<file path="config.mk">
export PLATFORM = sky130hd
export DESIGN_NAME = hazard_forwarding_unit
export DESIGN_NICKNAME = d
export VERILOG_FILES = /design/src/rtl/hazard_forwarding_unit_pkg.sv /design/src/rtl/hazard_forwarding_unit_fwd_select.sv /design/src/rtl/hazard_forwarding_unit.sv
export SDC_FILE = /design/constraint.sdc
export NUM_CORES = 1
export LEC_CHECK = 0
export ABC_CLOCK_PERIOD_IN_PS = 1230
export BUFFER_PORTS_ARGS = -buffer_cell sky130_fd_sc_hd__buf_2
export CORE_ASPECT_RATIO = 1.1
export CORE_MARGIN = 8
export CORE_UTILIZATION = 42
export DETAILED_ROUTE_END_ITERATION = 10
export PLACE_DENSITY = 0.85
export SYNTH_ARGS = -nofsm -noshare
export SYNTH_HDL_FRONTEND = slang
export SYNTH_SLANG_ARGS = --single-unit
</file>
<file path="constraint.sdc">
create_clock -name clk -period 1.23 [get_ports clk]
set_input_delay 0.0615 -clock clk [delete_from_list [all_inputs] [get_ports clk]]
set_output_delay 0.0615 -clock clk [all_outputs]
set_load 0.02 [all_outputs]
</file>
<file path="src/rtl/hazard_forwarding_unit_pkg.sv">
// ----------------------------------------------------------------------------
// hazard_forwarding_unit_pkg
//
// Shared definitions for the hazard/forwarding control beside the ID stage:
//   - fwd_sel_e    : operand forwarding select encodings (MX1/MX2/MX3)
//   - hz_state_e   : load-use stall FSM state encodings
//   - REG_G0       : register specifier of %g0, which never forwards
// ----------------------------------------------------------------------------
package hazard_forwarding_unit_pkg;

  typedef enum logic [1:0] {
    FWD_RF  = 2'b00,  // operand comes from the register file read
    FWD_EX  = 2'b01,  // bypass from the EX stage result
    FWD_MEM = 2'b10,  // bypass from the MEM stage result
    FWD_WB  = 2'b11   // bypass from the WB stage result
  } fwd_sel_e;

  typedef enum logic {
    HZ_RUN   = 1'b0,  // normal flow, may detect a load-use hazard
    HZ_STALL = 1'b1   // the single bubble cycle; hazards ignored here
  } hz_state_e;

  localparam int REG_G0 = 0;

endpackage : hazard_forwarding_unit_pkg

</file>
<file path="src/rtl/hazard_forwarding_unit_fwd_select.sv">
// ----------------------------------------------------------------------------
// hazard_forwarding_unit_fwd_select
//
// Combinational priority comparator for one source operand. Picks the
// youngest in-flight producer of the source register: EX > MEM > WB, falling
// back to the register file. %g0 and unused sources always select the
// register file.
//
// Ports:
//   src       in  REG_W  source register specifier
//   src_used  in  1      the instruction actually reads this source
//   ex_rd     in  REG_W  EX destination
//   ex_en     in  1      EX writes the register file
//   mem_rd    in  REG_W  MEM destination
//   mem_en    in  1      MEM writes the register file
//   wb_rd     in  REG_W  WB destination
//   wb_en     in  1      WB writes the register file
//   sel       out FWD_W  forwarding select (see fwd_sel_e)
// ----------------------------------------------------------------------------
module hazard_forwarding_unit_fwd_select
  import hazard_forwarding_unit_pkg::*;
#(
  parameter int REG_W = 5,
  parameter int FWD_W = 2
) (
  input  logic [REG_W-1:0] src,
  input  logic             src_used,
  input  logic [REG_W-1:0] ex_rd,
  input  logic             ex_en,
  input  logic [REG_W-1:0] mem_rd,
  input  logic             mem_en,
  input  logic [REG_W-1:0] wb_rd,
  input  logic             wb_en,
  output logic [FWD_W-1:0] sel
);

  logic     src_live;
  fwd_sel_e sel_enc;

  assign src_live = src_used && (src != REG_W'(REG_G0));

  // NOTE: every output of a combinational block gets a default before any
  // branch, so no path leaves it unassigned and no latch is inferred.
  always_comb begin
    sel_enc = FWD_RF;
    if (src_live) begin
      if (ex_en && (ex_rd == src)) begin
        sel_enc = FWD_EX;
      end else if (mem_en && (mem_rd == src)) begin
        sel_enc = FWD_MEM;
      end else if (wb_en && (wb_rd == src)) begin
        sel_enc = FWD_WB;
      end
    end
  end

  assign sel = FWD_W'(sel_enc);

endmodule : hazard_forwarding_unit_fwd_select

</file>
<file path="src/rtl/hazard_forwarding_unit.sv">
// ----------------------------------------------------------------------------
// hazard_forwarding_unit
//
// Control-side companion of the IF/ID, ID/EX, EX/MEM and MEM/WB registers.
// Generates operand forwarding selects for the instruction in ID, inserts
// exactly one bubble on a load-use hazard, and clears IF/ID to annul a delay
// slot. An annul that arrives while the pipe is stalled is held pending and
// issued on the cycle the stall releases.
//
// Optional build macro:
//   HAZARD_STATS_EN  adds free-running stall_count / annul_count outputs.
//
// Ports:
//   clk, reset                 clock; synchronous active-high reset
//   ID_rs1, ID_rs2, ID_rd      source specifiers of the instruction in ID
//   ID_uses_rs2                0 for the immediate (i=1) form
//   ID_is_store                rd is read as store data
//   EX_RD, EX_RF_en, EX_load   EX destination, write enable, load flag
//   MEM_RD, MEM_RF_en          MEM destination and write enable
//   WB_RD, WB_RF_en            WB destination and write enable
//   annul_req                  one-cycle pulse: annul the delay slot in IF
//   fwd_a, fwd_b, fwd_c        forwarding selects for MX1, MX2, MX3
//   PC_LE, nPC_LE, IF_ID_LE    load enables, low while stalling
//   IF_ID_clr                  IF/ID clear (annul)
//   ID_EX_clr                  ID/EX clear (bubble)
//   stall                      load-use stall active this cycle
//   stall_count, annul_count   (HAZARD_STATS_EN only) event counters
// ----------------------------------------------------------------------------
module hazard_forwarding_unit
  import hazard_forwarding_unit_pkg::*;
#(
  parameter int REG_W = 5,
  parameter int FWD_W = 2
) (
  input  logic             clk,
  input  logic             reset,
  input  logic [REG_W-1:0] ID_rs1,
  input  logic [REG_W-1:0] ID_rs2,
  input  logic [REG_W-1:0] ID_rd,
  input  logic             ID_uses_rs2,
  input  logic             ID_is_store,
  input  logic [REG_W-1:0] EX_RD,
  input  logic             EX_RF_en,
  input  logic             EX_load,
  input  logic [REG_W-1:0] MEM_RD,
  input  logic             MEM_RF_en,
  input  logic [REG_W-1:0] WB_RD,
  input  logic             WB_RF_en,
  input  logic             annul_req,
  output logic [FWD_W-1:0] fwd_a,
  output logic [FWD_W-1:0] fwd_b,
  output logic [FWD_W-1:0] fwd_c,
  output logic             PC_LE,
  output logic             nPC_LE,
  output logic             IF_ID_LE,
  output logic             IF_ID_clr,
  output logic             ID_EX_clr,
`ifdef HAZARD_STATS_EN
  output logic [31:0]      stall_count,
  output logic [31:0]      annul_count,
`endif
  output logic             stall
);

  // --------------------------------------------------------------------------
  // Forwarding selects
  // --------------------------------------------------------------------------
  logic [FWD_W-1:0] sel_a;
  logic [FWD_W-1:0] sel_b;
  logic [FWD_W-1:0] sel_c;

  hazard_forwarding_unit_fwd_select #(.REG_W(REG_W), .FWD_W(FWD_W)) u_fwd_a (
    .src      (ID_rs1),
    .src_used (1'b1),
    .ex_rd    (EX_RD),
    .ex_en    (EX_RF_en),
    .mem_rd   (MEM_RD),
    .mem_en   (MEM_RF_en),
    .wb_rd    (WB_RD),
    .wb_en    (WB_RF_en),
    .sel      (sel_a)
  );

  hazard_forwarding_unit_fwd_select #(.REG_W(REG_W), .FWD_W(FWD_W)) u_fwd_b (
    .src      (ID_rs2),
    .src_used (ID_uses_rs2),
    .ex_rd    (EX_RD),
    .ex_en    (EX_RF_en),
    .mem_rd   (MEM_RD),
    .mem_en   (MEM_RF_en),
    .wb_rd    (WB_RD),
    .wb_en    (WB_RF_en),
    .sel      (sel_b)
  );

  hazard_forwarding_unit_fwd_select #(.REG_W(REG_W), .FWD_W(FWD_W)) u_fwd_c (
    .src      (ID_rd),
    .src_used (ID_is_store),
    .ex_rd    (EX_RD),
    .ex_en    (EX_RF_en),
    .mem_rd   (MEM_RD),
    .mem_en   (MEM_RF_en),
    .wb_rd    (WB_RD),
    .wb_en    (WB_RF_en),
    .sel      (sel_c)
  );

  // --------------------------------------------------------------------------
  // Load-use hazard detection
  // --------------------------------------------------------------------------
  logic ex_load_live;
  logic hz;

  assign ex_load_live = EX_load && EX_RF_en && (EX_RD != REG_W'(REG_G0));

  assign hz = ex_load_live &&
              ((ID_rs1 == EX_RD) ||
               (ID_uses_rs2 && (ID_rs2 == EX_RD)) ||
               (ID_is_store && (ID_rd == EX_RD)));

  // --------------------------------------------------------------------------
  // Stall FSM and annul-pending flag
  // --------------------------------------------------------------------------
  hz_state_e state;
  hz_state_e state_next;
  logic      annul_pending;
  logic      annul_pending_next;
  logic      stall_now;
  logic      clr_now;

  // NOTE: sequential state uses non-blocking assignments so every register
  // samples the pre-edge value of its inputs, independent of block ordering.
  // The reset here is synchronous, matching the rest of this pipeline.
  always_ff @(posedge clk) begin
    if (reset) begin
      state         <= HZ_RUN;
      annul_pending <= 1'b0;
    end else begin
      state         <= state_next;
      annul_pending <= annul_pending_next;
    end
  end

  always_comb begin
    state_next         = state;
    annul_pending_next = 1'b0;
    stall_now          = 1'b0;
    clr_now            = 1'b0;

    if (!reset) begin
      unique case (state)
        HZ_RUN: begin
          if (hz) begin
            stall_now  = 1'b1;
            state_next = HZ_STALL;
          end
        end
        // The bubble is already in ID/EX; ignoring hz here bounds the stall
        // to exactly one cycle even if the load is still visible in EX.
        HZ_STALL: state_next = HZ_RUN;
        default:  state_next = HZ_RUN;
      endcase

      // An annul cannot clear IF/ID while it is held, so it waits. Requests
      // arriving while one is already pending merge into the same clear.
      if (stall_now) begin
        annul_pending_next = annul_pending || annul_req;
      end else begin
        clr_now = annul_pending || annul_req;
      end
    end
  end

  // --------------------------------------------------------------------------
  // Outputs; reset forces the idle, free-running pipeline view.
  // --------------------------------------------------------------------------
  assign fwd_a     = reset ? FWD_W'(FWD_RF) : sel_a;
  assign fwd_b     = reset ? FWD_W'(FWD_RF) : sel_b;
  assign fwd_c     = reset ? FWD_W'(FWD_RF) : sel_c;

  assign PC_LE     = !stall_now;
  assign nPC_LE    = !stall_now;
  assign IF_ID_LE  = !stall_now;
  assign ID_EX_clr = stall_now;
  assign stall     = stall_now;
  assign IF_ID_clr = clr_now;

`ifdef HAZARD_STATS_EN
  // --------------------------------------------------------------------------
  // Event counters; wrap naturally at 2^32.
  // --------------------------------------------------------------------------
  always_ff @(posedge clk) begin
    if (reset) begin
      stall_count <= '0;
      annul_count <= '0;
    end else begin
      if (stall_now) stall_count <= stall_count + 32'd1;
      if (clr_now)   annul_count <= annul_count + 32'd1;
    end
  end
`endif

endmodule : hazard_forwarding_unit

</file>
Word-level counts from Yosys, hierarchy flattened
Cells that the tools add are included.

Bitwise logic cells: 2. Div/mod/pow operators: 0. Shift-type cells: 0. $lt $le $gt $ge: 0. Multipliers: 0. $add $sub $neg: 0. Eq/ne operators: 12. Mux-type cells: 22. Reductions and logical operators: 25.

Operator list (number): $eq 5x5->1 (12); $mux 2 (15); $reduce_bool 5->1 (4); $logic_and 1x1->1 (16); $mux 1 (6); $logic_or 1x1->1 (3); $not 1->1 (2); $pmux 1 s2 (1); $reduce_or 2->1 (1); $logic_not 1->1 (1).

Memories kept: 0. RAM bits: 0. Bits in registers: 2. Memory bits (read-only): 0. Bits of input ports: 39. Latch bits: 0. Word-level logic and storage cells: 63.

Longest topological paths before layout
Gate-level depths: netlist of run 1.

Depth after elaboration: 10. Mapped depth: 6.

Hierarchy
From an unflattened synthesis of run 1, not the netlist that was laid out.

Cells, all modules: 128. Area, all modules: 1018.5 um^2.

By module, submodules not included: hazard_forwarding_unit_fwd_select (cells an instance 27, area an instance 211.5 um^2, sequential area each 0.0 um^2, times used 3); hazard_forwarding_unit (cells an instance 47, area an instance 384.1 um^2, sequential area each 40.0 um^2, times used 1).

Worst setup path after synthesis of run 1
Ideal clock, no wire load.

Path kind: input to output. Start: input port MEM_RD[1]. End: output port fwd_a[1]. Buffers on the path: 0. Setup slack: -89 ps. Data arrival time: 1258 ps. Stages on the path: 5. Data required time: 1168 ps. Path through: xor2_1 nor4_1 nand3_1 nor2b_1 a211oi_1.

Word-level cells in the longest chain between the ends: 6.

Ends and longest elaborated chain: start, declared (RTL line hazard_forwarding_unit.sv:45) `input logic [REG_W-1:0] MEM_RD,`; $eq 5x5->1 (RTL line hazard_forwarding_unit_fwd_select.sv:49) `end else if (mem_en && (mem_rd == src)) begin`; $logic_and 1x1->1 (RTL line hazard_forwarding_unit_fwd_select.sv:49); $mux 2 (RTL line hazard_forwarding_unit_fwd_select.sv:49); $mux 2 (RTL line hazard_forwarding_unit_fwd_select.sv:47) `if (ex_en && (ex_rd == src)) begin`; $mux 2 (RTL line hazard_forwarding_unit_fwd_select.sv:46) `if (src_live) begin`; $mux 2 (RTL line hazard_forwarding_unit.sv:177) `assign fwd_a = reset ? FWD_W'(FWD_RF) : sel_a;`; end, declared (RTL line hazard_forwarding_unit.sv:50) `output logic [FWD_W-1:0] fwd_a,`.

Every way passes these cells.

Worst setup path after layout of run 1
Start: input port ID_rd[4]. End: output port fwd_c[1].

Word-level cells in the longest chain between the ends: 7. Elaborated cells on any way between the ends: 13. Classes of those cells: eq/ne (3); mux (5); reduce/logical (5).

Ends and longest elaborated chain: start, declared (RTL line hazard_forwarding_unit.sv:39) `input logic [REG_W-1:0] ID_rd,`; $eq 5x5->1 (RTL line hazard_forwarding_unit_fwd_select.sv:51) `end else if (wb_en && (wb_rd == src)) begin`; $logic_and 1x1->1 (RTL line hazard_forwarding_unit_fwd_select.sv:51); $mux 2 (RTL line hazard_forwarding_unit_fwd_select.sv:51); $mux 2 (RTL line hazard_forwarding_unit_fwd_select.sv:49); $mux 2 (RTL line hazard_forwarding_unit_fwd_select.sv:47); $mux 2 * (RTL line hazard_forwarding_unit_fwd_select.sv:46); $mux 2 * (RTL line hazard_forwarding_unit.sv:179) `assign fwd_c = reset ? FWD_W'(FWD_RF) : sel_c;`; end, declared (RTL line hazard_forwarding_unit.sv:52) `output logic [FWD_W-1:0] fwd_c,`.

Mark *: on every way between the ends. The rest lies on a longest branch, timed or not.

==> flow_summary.yaml, run 1 <==
sta:
  final_max_slew_viol_count: 0
  hold_ws_ns: 0.134
  hold_viol: 0
  finalCriticalPeriod_ns: 1.50
  grt_setup_unrepaired: "true"
  finalWorstSetupSlack_ns: -0.269
  maxSlewHeadroom_pct: 77.1
  worst-slew-pin-transition_ns: 0.341
  finalClockSkew_ns: 0.00323
  final.period_utilization_pct: 122
  timing.final.setup_violations: 12
  achievable-frequency_mhz: 667
power:
  power_switching_share_pct: 41.6
  cellPowerDensity_nw_per_um2: 460
  comb_power_share_pct: 71.7
  p_leak_nw: 0.712
  power_frac_seq_pct: 8.8
  internal-power_mw: 0.442
  vdd.ir_drop.worst_mv: 0.310
  totalPowerFinal_mw: 0.756
  share_clk_of_total_power_pct: 19.5
  power_dissipated_by_switching_net_loads_mw: 0.314
yosys:
  synth.most_common_cell: "sky130_fd_sc_hd__xor2_1"
  part_of_the_yosys_area_used_for_sequential_elements_pct: 5.12
  postSynthNetCount: 146
  async_reset_ff_share_pct: 0
  synth-seq-cells: 2
  yosysTopAreaCell: "sky130_fd_sc_hd__xor2_1"
  syn_area_per_cell_um2: 7.31
  synth.top_cells.by_area: "sky130_fd_sc_hd__xor2_1, sky130_fd_sc_hd__xnor2_1, sky130_fd_sc_hd__dfxtp_1"
  postSynthCellCount: 107
  synth_cell_types: 22
  synth-warning-count: 0
  syn-cell-area_um2: 782
  number_of_synthesized_flops_with_an_enable_pin: 0
  synth_largest_type_area_fraction_pct: 29.1
  yosys-top-cells-count: "sky130_fd_sc_hd__xor2_1, sky130_fd_sc_hd__xnor2_1, sky130_fd_sc_hd__nor2_1, sky130_fd_sc_hd__nand3_1, sky130_fd_sc_hd__nand2_1"
  dominantRegCellSynth: "sky130_fd_sc_hd__dfxtp_1"
routing:
  vias: 1256
  final_antenna_net_count: 0
  postRouteWirelength_um: 4830
  drt_iter0_drc: 30
  drc_errors: 0
  routed_via_density: 6.38
  detail_route.wl_per_cell_um: 24.5
  drt_first_pass_iters: 4
clocking:
  clk_latency_ns: 0.23
  path_clk_slew_ns: 0.03
  htreeDepth: 1
  tritoncts_clock_tree: "done"
  clk_path_buf_depth: 2
  numClockSinks: 2
  cts_buffers: 3
  cts_root_buffer: "sky130_fd_sc_hd__clkbuf_4"
floorplan:
  die_width_um: 57.1
  vert_die_dim_um: 61.3
  initial_core_util_pct: 44.4
  ioPinCount: 51
  core_um2: 1760
  floorplan.die_area_um2: 3500
  placementRows: 16
global_routing:
  antenna_found_initial: 0
  number_of_global_route_vias_before_repair: 1293
  largest_net_degree_at_the_start_of_global_routing: 8
  grt_pass1_wl_um: 5840
  gr-total-overflow: 0
  globalRouteTotalUtil_pct: 21.2
cells_and_area:
  finalInstanceArea_um2: 1640
  antenna-diode-count: 0
  final_layout_size_suffix_gt1_share_pct: 61.5
  instances_no_fill: 197
  finalNetCount: 220
  num-fill-cells: 65
  multi_input_area_um2: 920
  layout.area.seq_um2: 41.3
  flow.area_growth_from_synthesis_pct: 110
placement:
  dp_slack_ns: -0.189
  numPlacedInstances: 184
  post_dp_cell_area_um2: 1140
  gp_congestion: 0.943
  post-dp-hpwl_um: 2530
  io_buffers: 50
setup_path:
  worstPathRequired_ns: 1.17
  worstPathArrival_ns: 1.44
  worst-setup-path-type: "in2out"
  crit_path_end_kind: "output port"
  setup_crit_start_kind: "input port"
  worstPathMaxFanout: 4
flow_run:
  cap_viol_max_count: 0
run_status:
  failed_checks: "negative setup slack"
  outcome: "finished with violations"
min_path:
  hp-class: "in2reg"
-- metrics by stage --
step,util [%],setup TNS (ns)
3_3_place_gp,64.8,-0.971
5_1_grt,93.3,-2.51
6_report,93.3,-2.02
2_1_floorplan,-,-0.0228
3_5_place_dp,64.8,-1.42
4_1_cts,79.6,-1.10
-- power by group through the flow --
stage	registers (mW)	clock network (mW)	logic [mW]
2_1_floorplan	0.0668	0	0.167
3_3_place_gp	0.0669	0	0.332
3_5_place_dp	0.0670	0	0.350
4_1_cts	0.0662	0.150	0.411
5_1_grt	0.0664	0.165	0.564
6_report	0.0665	0.148	0.542
-- worst paths after layout --
kind	slack, ns	end	startpoint	cells after the start
setup / recovery	-0.27	fwd_c[1]	ID_rd[4]	7
hold / removal	0.13	state	reset	2
setup reg to reg	0.16	state	state	5
hold reg to reg	0.53	annul_pending	annul_pending	2
-- registers in the layout, summed over array words and instances (netlist names) --
signal / flops
annul_pending: 1
state: 1
-- critical path, cell delays in order --
cell	delay (ns)
sky130_fd_sc_hd__buf_4	0.14
sky130_fd_sc_hd__xor2_1	0.16
sky130_fd_sc_hd__nor4_2	0.37
sky130_fd_sc_hd__nand3_1	0.19
sky130_fd_sc_hd__nor2b_4	0.19
sky130_fd_sc_hd__nor3b_2	0.16
sky130_fd_sc_hd__buf_4	0.17
-- what timing repair did --
item,4_1_cts,5_1_grt
setup endpoints to repair,12,12
pin swaps,25,24
hold buffers,0,0
buffers inserted,7,3
resized for setup,60,53
-- layout by cell type (no fill, tap or decap), types with 3 or more instances in the layout --
cell                        n
sky130_fd_sc_hd__xor2_1    23
sky130_fd_sc_hd__buf_2     15
sky130_fd_sc_hd__xnor2_2    4
sky130_fd_sc_hd__or4_1      3
sky130_fd_sc_hd__xor2_2     3
sky130_fd_sc_hd__buf_4     25
sky130_fd_sc_hd__nor2b_1    3
sky130_fd_sc_hd__nor2_1     5
sky130_fd_sc_hd__nand3_1    7
sky130_fd_sc_hd__nand2_1    6
sky130_fd_sc_hd__buf_8      5
sky130_fd_sc_hd__buf_6     26
sky130_fd_sc_hd__nor4_2     5
sky130_fd_sc_hd__xnor2_1   15
sky130_fd_sc_hd__clkbuf_4   4
-- cell type report --
class,count,area share (%)
clock buffers,3,1.37
multi-input cells,102,55.9
flip-flops and latches,2,2.51
well taps,18,1.37
repair buffers,72,38.8
-- metal layers --
layer / GRT usage (%) / wire length [um] / vias to the layer above
met1: 18.8 / 1430 / 578
met2: 42.2 / 2460 / 111
met4: 13.1 / 533 / 0
li1: - / - / 513
met5: 0 / 0 / -
met3: 5.15 / 404 / 54
-- cell families after synthesis --
kind of cell,share of synthesized area [%]
DFF,5.12
and+or+nand+nor,33.6
xor gates and xnor gates,50.4
buffers and inverters,2.88
AOI/OAI and AO/OA,8.00
(Power assumes the default switching activity.)
==> inputs of run 2 (changes only) <==
--- a/config.mk
+++ b/config.mk
@@ -8,7 +8,6 @@
 export ABC_CLOCK_PERIOD_IN_PS = 1230
 export BUFFER_PORTS_ARGS = -buffer_cell sky130_fd_sc_hd__buf_2
 export CORE_ASPECT_RATIO = 1.1
-export CORE_MARGIN = 8
 export CORE_UTILIZATION = 42
 export DETAILED_ROUTE_END_ITERATION = 10
 export PLACE_DENSITY = 0.85
==> flow_summary.yaml, run 2 (synthesis results as in run 1) <==
floorplan:
  ioPinCount: 51
  die_width_um: 43.1
  floorplan.die_area_um2: 2040
  placementRows: 16
  vert_die_dim_um: 47.3
  core_um2: 1760
  initial_core_util_pct: 44.4
setup_path:
  rrSetupSlack_ns: 0.11
  max_stage_delay_ns: 0.38
  worstPathRequired_ns: 1.17
  critical_path.cell_chain: "buf_4 > xor2_1 > nor4_1 > nand3_1 > nor2b_4 > nor3b_2 > buf_4"
  crit_path_end_kind: "output port"
  worst-setup-path-type: "in2out"
  timing.critical_path.depth: 7
  first_element_of_the_critical_path: "ID_rs2[3]"
  rr_endpoint: "state"
  critical_path.reg2reg.startpoint: "state"
  timing.critical_path.buf_inv: 2
  crit_slowest_cell: "sky130_fd_sc_hd__nor4_1"
  cpLargestDelayFamily: "simple AND/OR/NAND/NOR gates"
  crit_top_cell: "sky130_fd_sc_hd__buf_4"
  setup_crit_start_kind: "input port"
  worstPathArrival_ns: 1.42
  crit_end: "fwd_b[1]"
  worstPathMaxFanout: 4
  worst-r2r-cell-count: 5
routing:
  detail_route.wl_per_cell_um: 22.1
  final_antenna_net_count: 0
  drt_iter0_drc: 57
  routed_via_density: 6.11
  drt_first_pass_iters: 4
  drc_errors: 0
  postRouteWirelength_um: 4350
  vias: 1203
clocking:
  clk_latency_ns: 0.22
  cts_root_buffer: "sky130_fd_sc_hd__clkbuf_4"
  cts_buffers: 3
  numClockSinks: 2
  htreeDepth: 1
  tritoncts_clock_tree: "done"
  path_clk_slew_ns: 0.03
  hold_fix_buffer_count_after_cts: 0
  clk_path_buf_depth: 2
cells_and_area:
  antenna-diode-count: 0
  final_layout_size_suffix_gt1_share_pct: 63.1
  mostFrequentLayoutCells: "sky130_fd_sc_hd__buf_4, sky130_fd_sc_hd__xor2_1, sky130_fd_sc_hd__buf_6"
  finalNetCount: 220
  flow.area_growth_from_synthesis_pct: 115
  biggestRegsByFlops: "annul_pending: 1 flops, state: 1 flops"
  final_common_cell: "sky130_fd_sc_hd__buf_4"
global_routing:
  globalRouteTotalUtil_pct: 33.4
  grt_pass1_wl_um: 4940
  largest_net_degree_at_the_start_of_global_routing: 8
  antenna_found_initial: 0
  gr-total-overflow: 0
  number_of_global_route_vias_before_repair: 1133
placement:
  io_buffers: 50
  gp_congestion: 0.919
  post-dp-hpwl_um: 2110
  dp_slack_ns: -0.259
flow_run:
  cap_viol_max_count: 0
sta:
  final_max_slew_viol_count: 0
  finalClockSkew_ns: 0.00167
  achievable-frequency_mhz: 674
  hold_viol: 0
  hold_ws_ns: 0.135
  maxSlewHeadroom_pct: 74.7
  grt_setup_unrepaired: "true"
  final.period_utilization_pct: 121
  worst-slew-pin-transition_ns: 0.376
  timing.final.setup_violations: 12
  finalWorstSetupSlack_ns: -0.255
  finalCriticalPeriod_ns: 1.48
power:
  vdd.ir_drop.worst_mv: 0.399
  cellPowerDensity_nw_per_um2: 452
  comb_power_share_pct: 72.7
  power_switching_share_pct: 39.6
  power_frac_seq_pct: 8.8
  share_clk_of_total_power_pct: 18.5
  internal-power_mw: 0.458
  p_leak_nw: 0.738
  power_dissipated_by_switching_net_loads_mw: 0.301
min_path:
  hold_path_depth: 2
  hp-class: "in2reg"
run_status:
  failed_checks: "negative setup slack"
  outcome: "finished with violations"
[run 2: layout make-up]
cell class | instances | area (um2)
well taps | 18 | 22.5
repair buffers | 72 | 652
multi-input cells | 102 | 942
flip-flops and latches | 2 | 41.3
clock buffers | 3 | 22.5
fillers | 43 | 81.3
[run 2: power groups by stage]
stage | clock network (mW) | registers [mW] | logic (mW)
global route | 0.160 | 0.0663 | 0.567
finish | 0.141 | 0.0665 | 0.552
detailed placement | 0 | 0.0669 | 0.347
CTS | 0.155 | 0.0663 | 0.437
global placement | 0 | 0.0669 | 0.332
floorplan | 0 | 0.0668 | 0.167
[run 2: worst register-to-register path, cell delays in order, from the launching register on]
cell	delay (ns)
sky130_fd_sc_hd__dfxtp_2	0.33
sky130_fd_sc_hd__nor3_4	0.22
sky130_fd_sc_hd__o31ai_4	0.12
sky130_fd_sc_hd__buf_4	0.16
sky130_fd_sc_hd__buf_4	0.12
sky130_fd_sc_hd__nor2_1	0.10
[run 2: repair_timing]
item / CTS / global route
setup endpoints to repair: 12 / 12
resized for setup: 74 / 43
pin swaps: 30 / 25
setup buffers: 8 / 2
[run 2: metrics by stage]
step	TNS (ns)	total power, mW	utilization (%)	cell area [um2]	std cells
5_1_grt	-1.98	0.794	95.4	1680	197
3_5_place_dp	-1.48	0.413	64.8	1140	184
4_1_cts	-0.747	0.658	84.4	1490	195
3_3_place_gp	-0.915	0.399	64.8	1140	184
2_1_floorplan	-0.0228	0.234	-	802	107
6_report	-1.56	0.759	95.4	1680	197
[run 2: metal layers]
metal  track usage, %  share of wire [%]
met1             29.8                 32
met2             69.6                 55
met3             4.23                6.7
met4             23.6                5.8
met5                0                  0
[run 2: worst min path at each step]
stage / from / endpoint
after detailed placement: reset / state
after floorplan: reset / state
after CTS: reset / state
after global placement: annul_req / annul_pending
final: reset / state
after global routing: reset / state
==> inputs of run 3 (changes only) <==
--- a/config.mk
+++ b/config.mk
@@ -7,10 +7,10 @@
 export LEC_CHECK = 0
 export ABC_CLOCK_PERIOD_IN_PS = 1230
 export BUFFER_PORTS_ARGS = -buffer_cell sky130_fd_sc_hd__buf_2
-export CORE_ASPECT_RATIO = 1.1
-export CORE_UTILIZATION = 42
+export CORE_UTILIZATION = 46
 export DETAILED_ROUTE_END_ITERATION = 10
 export PLACE_DENSITY = 0.85
 export SYNTH_ARGS = -nofsm -noshare
 export SYNTH_HDL_FRONTEND = slang
+export SYNTH_HIERARCHICAL = 1
 export SYNTH_SLANG_ARGS = --single-unit
==> flow_summary.yaml, run 3 <==
floorplan:
  initial_core_util_pct: 50.4
  die_width_um: 49.1
  ioPinCount: 51
  placementRows: 16
  vert_die_dim_um: 49.1
sta:
  crit_endpoint: "fwd_b[1]"
  worst_endpoint_kind: "output port"
yosys:
  part_of_the_yosys_area_used_for_sequential_elements_pct: 3.93
  synth_largest_type_area_fraction_pct: 37.8
  synth-seq-cells: 2
  postSynthNetCount: 167
  async_reset_ff_share_pct: 0
  synth.top_cells.by_area: "sky130_fd_sc_hd__xor2_1, sky130_fd_sc_hd__xnor2_1, sky130_fd_sc_hd__nor4_2"
  synth-warning-count: 6
  yosys-top-cells-count: "sky130_fd_sc_hd__xor2_1, sky130_fd_sc_hd__xnor2_1, sky130_fd_sc_hd__nor4_1"
  syn_area_per_cell_um2: 7.96
  synth_cell_types: 27
  number_of_synthesized_flops_with_an_enable_pin: 0
  dominantRegCellSynth: "sky130_fd_sc_hd__dfxtp_1"
  yosysTopAreaCell: "sky130_fd_sc_hd__xor2_1"
  postSynthCellCount: 128
  synth.most_common_cell: "sky130_fd_sc_hd__xor2_1"
  syn-cell-area_um2: 1020
clocking:
  numClockSinks: 2
  cts_root_buffer: "sky130_fd_sc_hd__clkbuf_4"
  htreeDepth: 1
  cts_buffers: 3
  clk_path_buf_depth: 2
placement:
  gp_congestion: 0.881
  io_buffers: 50
  dp_slack_ns: -0.293
  post-dp-hpwl_um: 2870
  numPlacedInstances: 226
global_routing:
  largest_net_degree_at_the_start_of_global_routing: 12
  gr-total-overflow: 50
  globalRouteTotalUtil_pct: 72.6
run_status:
  outcome: "did not finish"
  run.stop_error: "[ERROR GRT-0232] Routing congestion too high. Check the congestion heatmap in the GUI."
  stop_stage: "5_1_grt"
run 3: cell families after synthesis:
| group | Yosys count | synth area share, % |
|---|---|---|
| flip-flops | 2 | 3.93 |
| AO/OA/AOI/OAI | 17 | 12.9 |
| AND/OR/NAND/NOR | 44 | 28.6 |
| XOR/XNOR | 60 | 51.6 |
| other | 1 | 0.368 |
| buffers and inverters | 4 | 2.58 |
run 3: what timing repair did:
action                                  4_1_cts
hold buffers                                  0
endpoints found under the setup margin       13
buffers inserted                              3
hold endpoints to repair                      0
pin swaps                                    25
resized for setup                            70
run 3: layer usage:
layer	overflow	GRT usage, %
met5	0	0
met1	1	69.7
met2	19	93.3
met3	1	43.0
met4	29	98.0
run 3: stage by stage:
stage | util (%) | area, um2 | hold WS, ns
2_1_floorplan | - | 1030 | 0.327
3_3_place_gp | 74.3 | 1500 | 0.384
3_5_place_dp | 74.3 | 1500 | 0.397
4_1_cts | 90.2 | 1820 | 0.155
==> inputs of run 4 (changes only) <==
--- a/config.mk
+++ b/config.mk
@@ -7,9 +7,10 @@
 export LEC_CHECK = 0
 export ABC_CLOCK_PERIOD_IN_PS = 1230
 export BUFFER_PORTS_ARGS = -buffer_cell sky130_fd_sc_hd__buf_2
-export CORE_UTILIZATION = 46
+export CORE_AREA = 2 2 63 65
 export DETAILED_ROUTE_END_ITERATION = 10
-export PLACE_DENSITY = 0.85
+export DIE_AREA = 0 0 65 67
+export PLACE_DENSITY_LB_ADDON = 0.15
 export SYNTH_ARGS = -nofsm -noshare
 export SYNTH_HDL_FRONTEND = slang
 export SYNTH_HIERARCHICAL = 1
==> flow_summary.yaml, run 4 <==
yosys:
  postSynthCellCount: 128
  synth-warning-count: 6
  post_synth_mux_area_share_pct: 0
  synth-compound-area-share_pct: 12.9
  yosys-top-cells-count: "sky130_fd_sc_hd__xor2_1, sky130_fd_sc_hd__xnor2_1, sky130_fd_sc_hd__nor4_1"
  yosysTopAreaCell: "sky130_fd_sc_hd__xor2_1"
  synth.most_common_cell: "sky130_fd_sc_hd__xor2_1"
  synth-simple-area-share_pct: 28.6
  synth_xor_xnor_area_share_pct: 51.6
  async_reset_ff_share_pct: 0
  postSynthNetCount: 167
  synth_top_family_by_area: "XOR/XNOR gates"
  number_of_synthesized_flops_with_an_enable_pin: 0
  synth_largest_type_area_fraction_pct: 37.8
  synth.top_cells.by_area: "sky130_fd_sc_hd__xor2_1, sky130_fd_sc_hd__xnor2_1, sky130_fd_sc_hd__nor4_2"
  part_of_the_yosys_area_used_for_sequential_elements_pct: 3.93
  synth-seq-cells: 2
  syn-cell-area_um2: 1020
  synth_fa_ha_area_share_pct: 0
  synth_cell_types: 27
  dominantRegCellSynth: "sky130_fd_sc_hd__dfxtp_1"
  syn_area_per_cell_um2: 7.96
sta:
  timing.setup.tns_ns: -2.27
  timing.final.setup_violations: 13
  grt_setup_unrepaired: "true"
  hold_viol: 0
  finalCriticalPeriod_ns: 1.48
  achievable-frequency_mhz: 674
  final.period_utilization_pct: 121
  finalClockSkew_ns: 0.00141
  finalWorstSetupSlack_ns: -0.253
  final_max_slew_viol_count: 0
routing:
  vias: 1144
  final_antenna_net_count: 0
  detail_route.wl_per_cell_um: 14.3
  drc_errors: 0
  drt_iter0_drc: 19
  postRouteWirelength_um: 3530
  drt_first_pass_iters: 4
  routed_via_density: 4.63
setup_path:
  setup_crit_start_kind: "input port"
  max_stage_delay_ns: 0.31
  critical_path.cell_chain: "buf_12 > xor2_2 > nor4_2 > a32oi_2 > buf_4 > a211oi_4 > buf_6"
  worst-r2r-cell-count: 3
  rrSetupSlack_ns: 0.27
  crit_path_end_kind: "output port"
  critical_path.reg2reg.startpoint: "state"
  worstPathArrival_ns: 1.42
  rr_endpoint: "annul_pending"
  crit_slowest_cell: "sky130_fd_sc_hd__nor4_2"
  worstPathRequired_ns: 1.17
  worst-setup-path-type: "in2out"
  worstPathMaxFanout: 5
power:
  cellPowerDensity_nw_per_um2: 473
  totalPowerFinal_mw: 0.923
  p_leak_nw: 0.795
  vdd.ir_drop.worst_mv: 0.250
clocking:
  cts_buffers: 3
  tritoncts_clock_tree: "done"
  htreeDepth: 1
  clk_path_buf_depth: 2
  cts_root_buffer: "sky130_fd_sc_hd__clkbuf_8"
  path_clk_slew_ns: 0.03
  clk_latency_ns: 0.21
  numClockSinks: 2
run_status:
  failed_checks: "negative setup slack"
  outcome: "finished with violations"
cells_and_area:
  final_layout_size_suffix_gt1_share_pct: 55.8
  num-fill-cells: 357
  finish.utilization_pct: 54.1
  biggestRegsByFlops: "annul_pending: 1 flops, state: 1 flops"
  finalNetCount: 240
  antenna-diode-count: 0
  final_common_cell: "sky130_fd_sc_hd__xor2_1"
  flow.area_growth_from_synthesis_pct: 91.6
  instances_no_fill: 247
  mostFrequentLayoutCells: "sky130_fd_sc_hd__xor2_1, sky130_fd_sc_hd__buf_4, sky130_fd_sc_hd__buf_6"
global_routing:
  globalRouteTotalUtil_pct: 16.4
  number_of_global_route_vias_before_repair: 1158
  antenna_found_initial: 0
  largest_net_degree_at_the_start_of_global_routing: 12
  gr-total-overflow: 0
  grt_pass1_wl_um: 5550
floorplan:
  ioPinCount: 51
  placementRows: 22
  initial_core_util_pct: 28.2
  vert_die_dim_um: 67
  die_width_um: 65
  core_um2: 3610
  floorplan.die_area_um2: 4360
min_path:
  hold_path_startpoint: "reset"
  hp-class: "in2reg"
  hold_path_depth: 2
  whs_endpoint: "annul_pending"
placement:
  post-dp-hpwl_um: 2840
  numPlacedInstances: 238
  dp_slack_ns: -0.313
  io_buffers: 50
  gp_congestion: 0.804
flow_run:
  cap_viol_max_count: 0
run 4: cell counts after synthesis:
No cell type changed its count.
run 4: critical path, delay by kind of cell:
kind	cells	cell delay, ns
xor+xnor	1	0.16
buf+inv	3	0.45
simple gates	1	0.31
compound gates	2	0.44
run 4: area by class of cell:
class                      instances  area (um2)  area share (%)
multi-input combinational        122        1120            57.5
clock buffer                       3        41.3            2.12
sequential                         2        40.0            2.05
tap                               48        60.1            3.08
timing repair buffer              72         688            35.3
run 4: through the flow:
| step | instance area [um2] | hold slack [ns] |
|---|---|---|
| 2_1_floorplan | 1030 | 0.327 |
| 3_3_place_gp | 1440 | 0.406 |
| 3_5_place_dp | 1440 | 0.419 |
| 4_1_cts | 1780 | 0.202 |
| 5_1_grt | 1950 | 0.262 |
| 6_report | 1950 | 0.234 |
run 4: metal layers:
layer / vias to the layer above / GRT usage [%] / wire length [um]
met3: 2 / 1.35 / 133
met5: - / 0 / 0
met4: 0 / 3.19 / 8
met2: 39 / 30.9 / 1900
li1: 583 / - / -
met1: 520 / 20.1 / 1490
run 4: power breakdown:
part	switching (mW)	internal, mW
Combinational	0.289	0.317
Sequential	0.000162	0.0660
Clock	0.0440	0.206
run 4: how the worst max path moves through the flow:
| stage | endpoint | start | slack, ns |
|---|---|---|---|
| after floorplan | PC_LE | EX_RD[3] | -0.11 |
| final | ID_EX_clr | ID_rd[3] | -0.25 |
| after CTS | ID_EX_clr | ID_rd[0] | -0.27 |
| after global routing | ID_EX_clr | ID_rd[3] | -0.33 |
| after global placement | fwd_b[0] | EX_RD[2] | -0.29 |
| after detailed placement | nPC_LE | EX_RD[3] | -0.31 |
run 4: timing repair:
action | in CTS | in global routing
hold buffers | 0 | 0
buffers inserted | 5 | 2
resized for setup | 75 | 40
endpoints found under the setup margin | 12 | 14
pin swaps | 19 | 22
run 4: cells by family after synthesis:
kind of cell	count (synthesis)
other	1
and+or+nand+nor	44
buffers and inverters	4
DFF	2
xor gates and xnor gates	60
AOI/OAI and AO/OA	17
